File: src/rtl/hazard_ctrl_mdu.sv
// Hazard unit for the 5-stage MIPS core: Tnew/Tuse stalls, D/E/M forward selects,
// the internal multiply/divide busy counter, the EPC-before-eret stall and a stall counter.
module hazard_ctrl_mdu #(
    parameter int RA_W     = 5,
    parameter int T_W      = 2,
    parameter int MULT_CYC = 5,
    parameter int DIV_CYC  = 10,
    parameter int CNT_W    = 4,
    parameter int PERF_W   = 32
) (
    input  logic              clk,
    input  logic              reset,
    input  logic [RA_W-1:0]   rs_d,
    input  logic [RA_W-1:0]   rt_d,
    input  logic [RA_W-1:0]   rs_e,
    input  logic [RA_W-1:0]   rt_e,
    input  logic [RA_W-1:0]   rt_m,
    input  logic [RA_W-1:0]   dst_e,
    input  logic [RA_W-1:0]   dst_m,
    input  logic [RA_W-1:0]   dst_w,
    input  logic [T_W-1:0]    tuse_rs_d,
    input  logic [T_W-1:0]    tuse_rt_d,
    input  logic [T_W-1:0]    tnew_e,
    input  logic [T_W-1:0]    tnew_m,
    input  logic              link_e,
    input  logic              link_m,
    input  logic              mdu_start_e,
    input  logic              mdu_div_e,
    input  logic              mdu_use_d,
    input  logic              eret_d,
    input  logic              mtc0_epc_e,
    input  logic              mtc0_epc_m,
    input  logic              flush,
    output logic              en_pc,
    output logic              en_d,
    output logic              bubble_e,
    output logic [2:0]        fwd_rs_d,
    output logic [2:0]        fwd_rt_d,
    output logic [1:0]        fwd_rs_e,
    output logic [1:0]        fwd_rt_e,
    output logic              fwd_rt_m,
    output logic              mdu_busy,
    output logic [PERF_W-1:0] stall_cnt
);

    localparam logic [CNT_W-1:0] L_MULT = CNT_W'(MULT_CYC);
    localparam logic [CNT_W-1:0] L_DIV  = CNT_W'(DIV_CYC);

    logic [CNT_W-1:0]  r_mdu_cnt;
    logic [PERF_W-1:0] r_stall_cnt;
    logic w_rs_d_e, w_rt_d_e, w_rs_d_m, w_rt_d_m, w_rs_d_w, w_rt_d_w;
    logic w_rs_e_m, w_rt_e_m, w_rs_e_w, w_rt_e_w;
    logic w_stall_dat, w_stall_mdu, w_stall_epc, w_stall;

    // Register 0 is hardwired, so a zero destination never produces a dependency.
    function automatic logic match(input logic [RA_W-1:0] src, input logic [RA_W-1:0] dst);
        return (src == dst) && (src != '0);
    endfunction

    function automatic logic [2:0] sel_d(input logic me, input logic mm, input logic mw);
        if (me && link_e)      return 3'd4;
        else if (mm && link_m) return 3'd3;
        else if (mm)           return 3'd2;
        else if (mw)           return 3'd1;
        else                   return 3'd0;
    endfunction

    function automatic logic [1:0] sel_e(input logic mm, input logic mw);
        if (mm && link_m) return 2'd3;
        else if (mm)      return 2'd2;
        else if (mw)      return 2'd1;
        else              return 2'd0;
    endfunction

    assign w_rs_d_e = match(rs_d, dst_e);
    assign w_rt_d_e = match(rt_d, dst_e);
    assign w_rs_d_m = match(rs_d, dst_m);
    assign w_rt_d_m = match(rt_d, dst_m);
    assign w_rs_d_w = match(rs_d, dst_w);
    assign w_rt_d_w = match(rt_d, dst_w);
    assign w_rs_e_m = match(rs_e, dst_m);
    assign w_rt_e_m = match(rt_e, dst_m);
    assign w_rs_e_w = match(rs_e, dst_w);
    assign w_rt_e_w = match(rt_e, dst_w);

    assign fwd_rs_d = sel_d(w_rs_d_e, w_rs_d_m, w_rs_d_w);
    assign fwd_rt_d = sel_d(w_rt_d_e, w_rt_d_m, w_rt_d_w);
    assign fwd_rs_e = sel_e(w_rs_e_m, w_rs_e_w);
    assign fwd_rt_e = sel_e(w_rt_e_m, w_rt_e_w);
    assign fwd_rt_m = match(rt_m, dst_w);

    // Link results carry tnew=0, so they fall out of the comparison without special casing.
    assign w_stall_dat = ((tuse_rs_d < tnew_e) && w_rs_d_e) || ((tuse_rt_d < tnew_e) && w_rt_d_e) ||
                         ((tuse_rs_d < tnew_m) && w_rs_d_m) || ((tuse_rt_d < tnew_m) && w_rt_d_m);
    assign w_stall_mdu = mdu_use_d && (mdu_busy || mdu_start_e);
    assign w_stall_epc = eret_d && (mtc0_epc_e || mtc0_epc_m);
    assign w_stall     = w_stall_dat || w_stall_mdu || w_stall_epc;

    assign en_pc     = !w_stall || flush;
    assign en_d      = !w_stall || flush;
    assign bubble_e  = w_stall && !flush;
    assign mdu_busy  = (r_mdu_cnt != '0);
    assign stall_cnt = r_stall_cnt;

    // NOTE: state uses non-blocking assignments so every register samples pre-edge values.
    always_ff @(posedge clk) begin
        if (reset) begin
            r_mdu_cnt   <= '0;
            r_stall_cnt <= '0;
        end else begin
            // A running count survives flush; only a new, unflushed issue reloads it.
            if (mdu_start_e && !flush)
                r_mdu_cnt <= mdu_div_e ? L_DIV : L_MULT;
            else if (r_mdu_cnt != '0)
                r_mdu_cnt <= r_mdu_cnt - 1'b1;
            if (bubble_e && (r_stall_cnt != '1))
                r_stall_cnt <= r_stall_cnt + 1'b1;
        end
    end

endmodule

File: config.mk
export PLATFORM = sky130hd
export DESIGN_NAME = hazard_ctrl_mdu
export DESIGN_NICKNAME = d
export VERILOG_FILES = /design/src/rtl/hazard_ctrl_mdu.sv
export SDC_FILE = /design/constraint.sdc
export NUM_CORES = 1
export LEC_CHECK = 0
export BUFFER_PORTS_ARGS = -buffer_cell sky130_fd_sc_hd__buf_2
export CORE_MARGIN = 2
export CORE_UTILIZATION = 44
export DETAILED_ROUTE_END_ITERATION = 10
export GPL_TIMING_DRIVEN = 0
export HOLD_SLACK_MARGIN = 0.1
export PLACE_DENSITY = 0.75
export SLEW_MARGIN = 10
export SYNTH_ARGS = -nofsm -noshare
export SYNTH_HDL_FRONTEND = slang
export SYNTH_SLANG_ARGS = --single-unit
File: constraint.sdc
create_clock -name clk -period 3.1 [get_ports clk]
set_input_delay 0.62 -clock clk [delete_from_list [all_inputs] [get_ports clk]]
set_output_delay 0.62 -clock clk [all_outputs]
set_load 0.1 [all_outputs]
==> flow_summary_export.csv, run 1 <==
group,metric,value,unit
outcome,status,"complete, no violations",
cts,cts_tree,"done",
die,placementRows,30,
synth,avgSynthCellArea,8.04,µm²
timing,finalSetupTns,0,ns
synth,ys_ff_latch,36,
critical_path,critPathKind,"input port to output port",
synth,syn_nets,448,
cts,clkSlewWorstSetupHoldPaths,0.07,ns
route,drt_iter0_markers,238,
synth,netlist_instances,382,
synth,async_flop_share,0,%
die,start_util,45.2,%
synth,yosys_warnings,0,
global_route,grt.overflow.total,0,
placed_design,port_buffers,98,
cts,cts_root_buf,"clkbuf_8",
critical_path,crit_path_top_delay_cell,"or4_4",
critical_path,cp-end-kind,"output port",
synth,ys_types,54,
power_and_ir_drop,power_leakage,1.73,nW
power_and_ir_drop,irDropWorstVdd,0.000498,V
die,fp.dieH,87.6,µm
cells_and_area,syn_to_final_growth,37.0,%
timing,finalSetupViolations,0,
synth,ys_seq_area_share,23.5,%
route,wl_per_cell,15.5,µm
cells_and_area,fill_cells,594,
critical_path,required,2.48,ns
route,vias,3400,
route,final_antenna_net_count,0,
critical_path,startpoint,"rs_d[2]",
die,die_area,0.00767,mm²
cts,numCtsBuffers,5,
timing,hold_violations,0,
synth,synth_edf_count,0,
die,core_area,0.00679,mm²
critical_path,r2r_start,"r_mdu_cnt[0]",
cells_and_area,final_common_cell,"buf_2",
timing,skew,0.00606,ns
critical_path,critPathMaxStageDelay,0.53,ns
timing,slew_violations,0,
route,drt_wl_total,9260,µm
global_route,grt_max_degree,12,
critical_path,worstPathArrival,2.42,ns
cells_and_area,layout_common_cells,"buf_2 (94), dfxtp_1 (34), xnor2_1 (32), nor2_1 (30), nand3_1 (27)",
route,viasPerCell,5.69,
placed_design,globalplace.congestion,0.882,
cts,hold_buffers,0,
critical_path,start_kind,"input port",
cells_and_area,drive_gt1_share,34.7,%
global_route,grt_use_total,23.9,%
timing,post-route-period-util,98.1,%
synth,synth_ff_type,"dfxtp_1",
cts,clock_latency,0.29,ns
global_route,grt_pass1_vias,3172,
hold_path,hold_class,"flop to flop",
timing,worst_pin_slew,0.860,ns
cts,clkSinkCount,36,
route,drt_first_pass_iters,5,
die,io_pins,106,
run,maxCapViolCount,0,
timing,fmaxAchievable,329,MHz
power_and_ir_drop,p_total,1.69,mW
cells_and_area,num-nets-final,567,
route,drcViolationCount,0,
cts,cts_buffer_depth,2,
timing,relSlewSlack,42.1,%
power_and_ir_drop,powerDensity,402,mW/mm²
global_route,antenna_found_initial,0,
cells_and_area,diodes,0,
global_route,grt_pass1_wl,14800,µm
cts,htreeDepth,2,
synth,synthesis.area,0.00307,mm²
critical_path,worstPathCellList,"buf_2 > or4_4 > buf_6 > nor2_4 > o41ai_4 > o41ai_4 > buf_6 > clkinvlp_4 > buf_6",
timing,layout_min_cycle_time,3.04,ns
hold_path,worstHoldStart,"stall_cnt[1]",
critical_path,rrSetupSlack,0.28,ns
placed_design,hpwl,6930,µm
die,die_x,87.6,µm
critical_path,path_max_fanout,5,
critical_path,cp_common_cell,"buf_6",
state kept, by name, summed over array words and instances, names as in the netlist:
register	cells
r_mdu_cnt	4
stall_cnt	32
cells by family after synthesis:
family	synth area share, %
and+or+nand+nor	35.3
xor gates and xnor gates	16.2
AOI/OAI and AO/OA	11.9
DFF	23.5
buffers and inverters	4.07
muxes	6.15
adders and majority gates	2.85
timing repair:
action,4_1_cts,5_1_grt
hold endpoints to repair,0,0
pin swaps,6,8
setup endpoints to repair,3,4
resized for setup,12,13
setup buffers,7,8
final cells by class:
type	instances	area [µm²]	share of cell area, %
Multi-Input combinational cell	319	2480	58.8
Sequential cell	36	723	17.2
Timing Repair Buffer	113	643	15.3
Clock inverter	2	10.0	0.238
Clock buffer	6	82.6	1.96
Inverter	9	37.5	0.892
Tap cell	96	120	2.85
Buffer	17	118	2.79
final timing paths:
path	endpoint	cells after the start
setup reg to reg	stall_cnt[8]	10
hold / removal	stall_cnt[1]	2
setup / recovery	bubble_e	9
hold reg to reg	stall_cnt[1]	2
power by group:
part	leakage, nW	internal (mW)	switching (mW)
logic	1.39	0.310	0.507
clock network	0.0510	0.178	0.180
registers	0.292	0.493	0.0274
total	1.73	0.980	0.714
cells in the mapped netlist, types with 3 or more instances:
cell       n  share of area [%]
o41ai_1    5                1.4
mux2_2     4                1.5
inv_1      9                1.1
nor4b_1    3               0.86
nand2_1   21                2.6
nor3_1    10                1.6
nand3_1   29                4.7
mux2_1     7                2.6
or4b_1     5                1.6
o21ai_0    6               0.98
nor2_1    32                3.9
clkbuf_1  13                1.6
and3_1     7                1.4
xnor2_1   38                 11
nor2b_1   14                2.9
or4_1      6                1.5
or3_1     11                2.2
xor2_1    19                5.4
o21ai_1    8                1.3
dfxtp_1   36                 23
a21oi_1   23                3.7
mux2_4     3                1.5
nand2b_1   7                1.4
nor4_1    15                3.1
ha_1       7                2.9
and4_1     6                1.7
nand4_1    4               0.81
per-layer routing:
metal  GRT usage, %  wire, µm  vias up
met5              0         0        -
met2           42.4      4560      115
met3           3.11       542       14
met4           5.87       119        0
met1           30.7      4040     1643
li1               -         -     1628
worst max-delay path: cells and delay by family:
kind                   cells  cell delay, ns
AO/OA/AOI/OAI              2            0.39
AND/OR/NAND/NOR            2            0.67
buffers and inverters      5            0.73
stage by stage:
step / setup WS [ns] / instance area [µm²] / util [%] / instances / hold slack, ns
floorplan: -0.410 / 3300 / - / 382 / 0.555
global route: -0.00336 / 4210 / 62.0 / 598 / 0.523
CTS: 0.00603 / 4110 / 60.6 / 591 / 0.499
detailed placement: -0.694 / 3910 / 57.6 / 576 / 0.483
finish: 0.0588 / 4210 / 62.0 / 598 / 0.509
global placement: -0.702 / 3910 / 57.6 / 576 / 0.477
Note: power is estimated with default switching activity, not from simulation.
==> run 2: changes to the inputs <==
- ABC_AREA: unset -> 1
- PLACE_DENSITY: 0.75 -> 0.72
==> run 2 against run 1 <==
Net effect:
- die area rose by 23%
- critical path type unchanged
- sequential power fell by 2%
- hold slack got worse by 0.0025 ns
- largest cell class unchanged
- critical endpoint unchanged
- global-route usage fell by 1.8 points
==> flow_summary_export.csv, run 2 <==
group,metric,value,unit
route,drt_first_pass_iters,5,
critical_path,startpoint,"tuse_rt_d[1]",
global_route,antenna_found_initial,0,
die,io_pins,106,
synth,ys_top_cells_by_count,"nand2_1 (154), inv_1 (116), nor2_1 (75)",
cts,clock_latency,0.31,ns
critical_path,rrSetupSlack,1.15,ns
placed_design,globalplace.congestion,0.937,
route,vias,4172,
die,start_util,44.5,%
outcome,status,"complete, no violations",
synth,synth_area_leaders,"dfxtp_1 (19%), nand2_1 (15%), inv_1 (11%)",
critical_path,crit_end,"bubble_e",
die,placementRows,34,
global_route,grt_max_degree,13,
critical_path,critPathKind,"input port to output port",
cts,hold_buffers,0,
cts,cts_tree,"done",
cells_and_area,layout_common_cells,"nand2_1 (152), inv_1 (115), buf_2 (102), nor2_1 (74), nand4_1 (40)",
timing,hold_violations,0,
synth,synth_compound_area_share,3.50,%
cells_and_area,diodes,0,
timing,rsz0062_at_grt,"no",
timing,worst_pin_slew,0.633,ns
critical_path,r2r_start,"stall_cnt[1]",
cells_and_area,num-nets-final,798,
synth,ys_ff_latch,36,
hold_path,hold_class,"flop to flop",
placed_design,place_inst,833,
route,drcViolationCount,0,
global_route,grt_use_total,22.1,%
cells_and_area,largest_reg_flops,32,
cells_and_area,syn_to_final_growth,21.7,%
synth,syn_nets,691,
critical_path,cp-end-kind,"output port",
cts,htreeDepth,2,
route,drt_wl_total,10200,µm
route,viasPerCell,4.96,
synth,synth_ff_type,"dfxtp_1",
run,maxCapViolCount,0,
route,final_antenna_net_count,0,
critical_path,required,2.48,ns
global_route,grt_pass1_wl,17900,µm
cts,clkSlewWorstSetupHoldPaths,0.09,ns
timing,layout_min_cycle_time,2.98,ns
global_route,grt.overflow.total,0,
cells_and_area,final_cells,841,
timing,relSlewSlack,57.4,%
synth,yosysMostFrequentCell,"nand2_1",
route,wl_per_cell,12.1,µm
synth,synth_edf_count,0,
die,core_area,0.00859,mm²
timing,finalSetupViolations,0,
synth,avgSynthCellArea,6.12,µm²
cts,cts_buffer_depth,2,
synth,synthMuxAreaShare,0.294,%
placed_design,hpwl,8110,µm
cells_and_area,drive_gt1_share,26.5,%
timing,skew,0.0156,ns
route,drt_iter0_markers,132,
timing,slew_violations,0,
cts,post_cts_buffers,0,
critical_path,start_kind,"input port",
cts,cts_root_buf,"clkbuf_8",
global_route,grt_pass1_vias,4078,
die,fp.dieH,97.3,µm
synth,yosys_warnings,0,
timing,fmaxAchievable,336,MHz
synth,synth_top_area_share,18.8,%
critical_path,path_max_fanout,10,
synth,synthSimpleGateAreaFrac,48.5,%
synth,synth_top_area_cell,"dfxtp_1",
power_and_ir_drop,p_total,1.56,mW
critical_path,r2r-end,"stall_cnt[26]",
cts,clkSinkCount,36,
cells_and_area,final_common_cell,"nand2_1",
power_and_ir_drop,power_leakage,2.21,nW
power_and_ir_drop,irDropWorstVdd,0.000147,V
synth,async_flop_share,0,%
synth,synth_xor_area_share,10.1,%
critical_path,r2r_cells,12,
synth,synth_adder_area_share,2.29,%
die,die_x,97.3,µm
timing,post-route-period-util,96.1,%
cts,cts-resized-gates,0,
synth,synthesis.area,0.00383,mm²
placed_design,port_buffers,100,
timing,finalSetupTns,0,ns
critical_path,worstPathArrival,2.36,ns
power_and_ir_drop,powerDensity,336,mW/mm²
synth,synth_top_family_by_area,"simple AND/OR/NAND/NOR gates",
synth,ys_types,40,
synth,netlist_instances,625,
die,die_area,0.00946,mm²
synth,ys_seq_area_share,18.8,%
cts,numCtsBuffers,5,
-- run 2: cell count changes in the layout (fill, tap and decap cells not counted), moves of 13 or more --
cell	delta
buf_4	-13
nor2b_1	-14
nand4_1	+36
nor2_1	+44
nand3_2	+27
inv_1	+109
nand2_1	+132
a21oi_1	-15
-- run 2: area by class of cell --
| type | count | area (µm²) |
|---|---|---|
| plain buffers | 22 | 190 |
| clock buffers | 5 | 68.8 |
| clock inverters | 3 | 18.8 |
| fillers | 895 | 3940 |
| inverters | 123 | 465 |
| multi-input cells | 444 | 2560 |
| flip-flops and latches | 36 | 721 |
| well taps | 108 | 135 |
| repair buffers | 100 | 503 |
-- run 2: power by group --
| part | internal [mW] | leakage [nW] | total, mW | switching (mW) |
|---|---|---|---|---|
| clock | 0.157 | 0.0479 | 0.350 | 0.193 |
| sequential | 0.487 | 0.291 | 0.510 | 0.0226 |
| combinational | 0.230 | 1.87 | 0.704 | 0.475 |
-- run 2: metal layers --
| layer | vias to the layer above | global-route usage, % | part of all wire (%) |
|---|---|---|---|
| li1 | 2167 | - | - |
| met1 | 1860 | 26.8 | 44 |
| met2 | 126 | 40.0 | 49 |
| met3 | 19 | 3.45 | 5.5 |
| met4 | 0 | 6.84 | 1.8 |
| met5 | - | 0 | 0 |
-- run 2: through the flow --
| stage | setup slack (ns) | utilization (%) | hold WS, ns | cell area (µm²) |
|---|---|---|---|---|
| 4_1_cts | 0.0629 | 54.2 | 0.509 | 4660 |
| 6_report | 0.122 | 54.2 | 0.506 | 4660 |
| 2_1_floorplan | -0.667 | - | 0.451 | 3930 |
| 3_5_place_dp | 0.0669 | 53.2 | 0.495 | 4570 |
| 5_1_grt | 0.0108 | 54.2 | 0.545 | 4660 |
| 3_3_place_gp | 0.0836 | 53.2 | 0.474 | 4570 |
-- run 2: kinds of logic after synthesis --
family | Yosys count
AOI/OAI and AO/OA | 23
DFF | 36
buffers and inverters | 145
muxes | 1
xor gates and xnor gates | 44
and+or+nand+nor | 369
adders and majority gates | 7
-- run 2: how the worst min path moves through the flow --
stage	slack, ns	cells after the start	end	start
after CTS	0.51	2	r_mdu_cnt[1]	r_mdu_cnt[1]
after global routing	0.54	2	r_mdu_cnt[0]	reset
after global placement	0.47	2	r_mdu_cnt[1]	r_mdu_cnt[1]
after floorplan	0.45	2	r_mdu_cnt[1]	r_mdu_cnt[1]
final	0.51	2	r_mdu_cnt[1]	r_mdu_cnt[1]
after detailed placement	0.49	2	r_mdu_cnt[1]	r_mdu_cnt[1]
-- run 2: critical path: stages --
cell and delay, ns:
buf_2 0.12, ha_1 0.29, a21o_1 0.19, nor3_2 0.22
nor2_4 0.08, nand2_8 0.12, buf_6 0.17, nand2_4 0.06
clkinvlp_4 0.08, buf_2 0.41
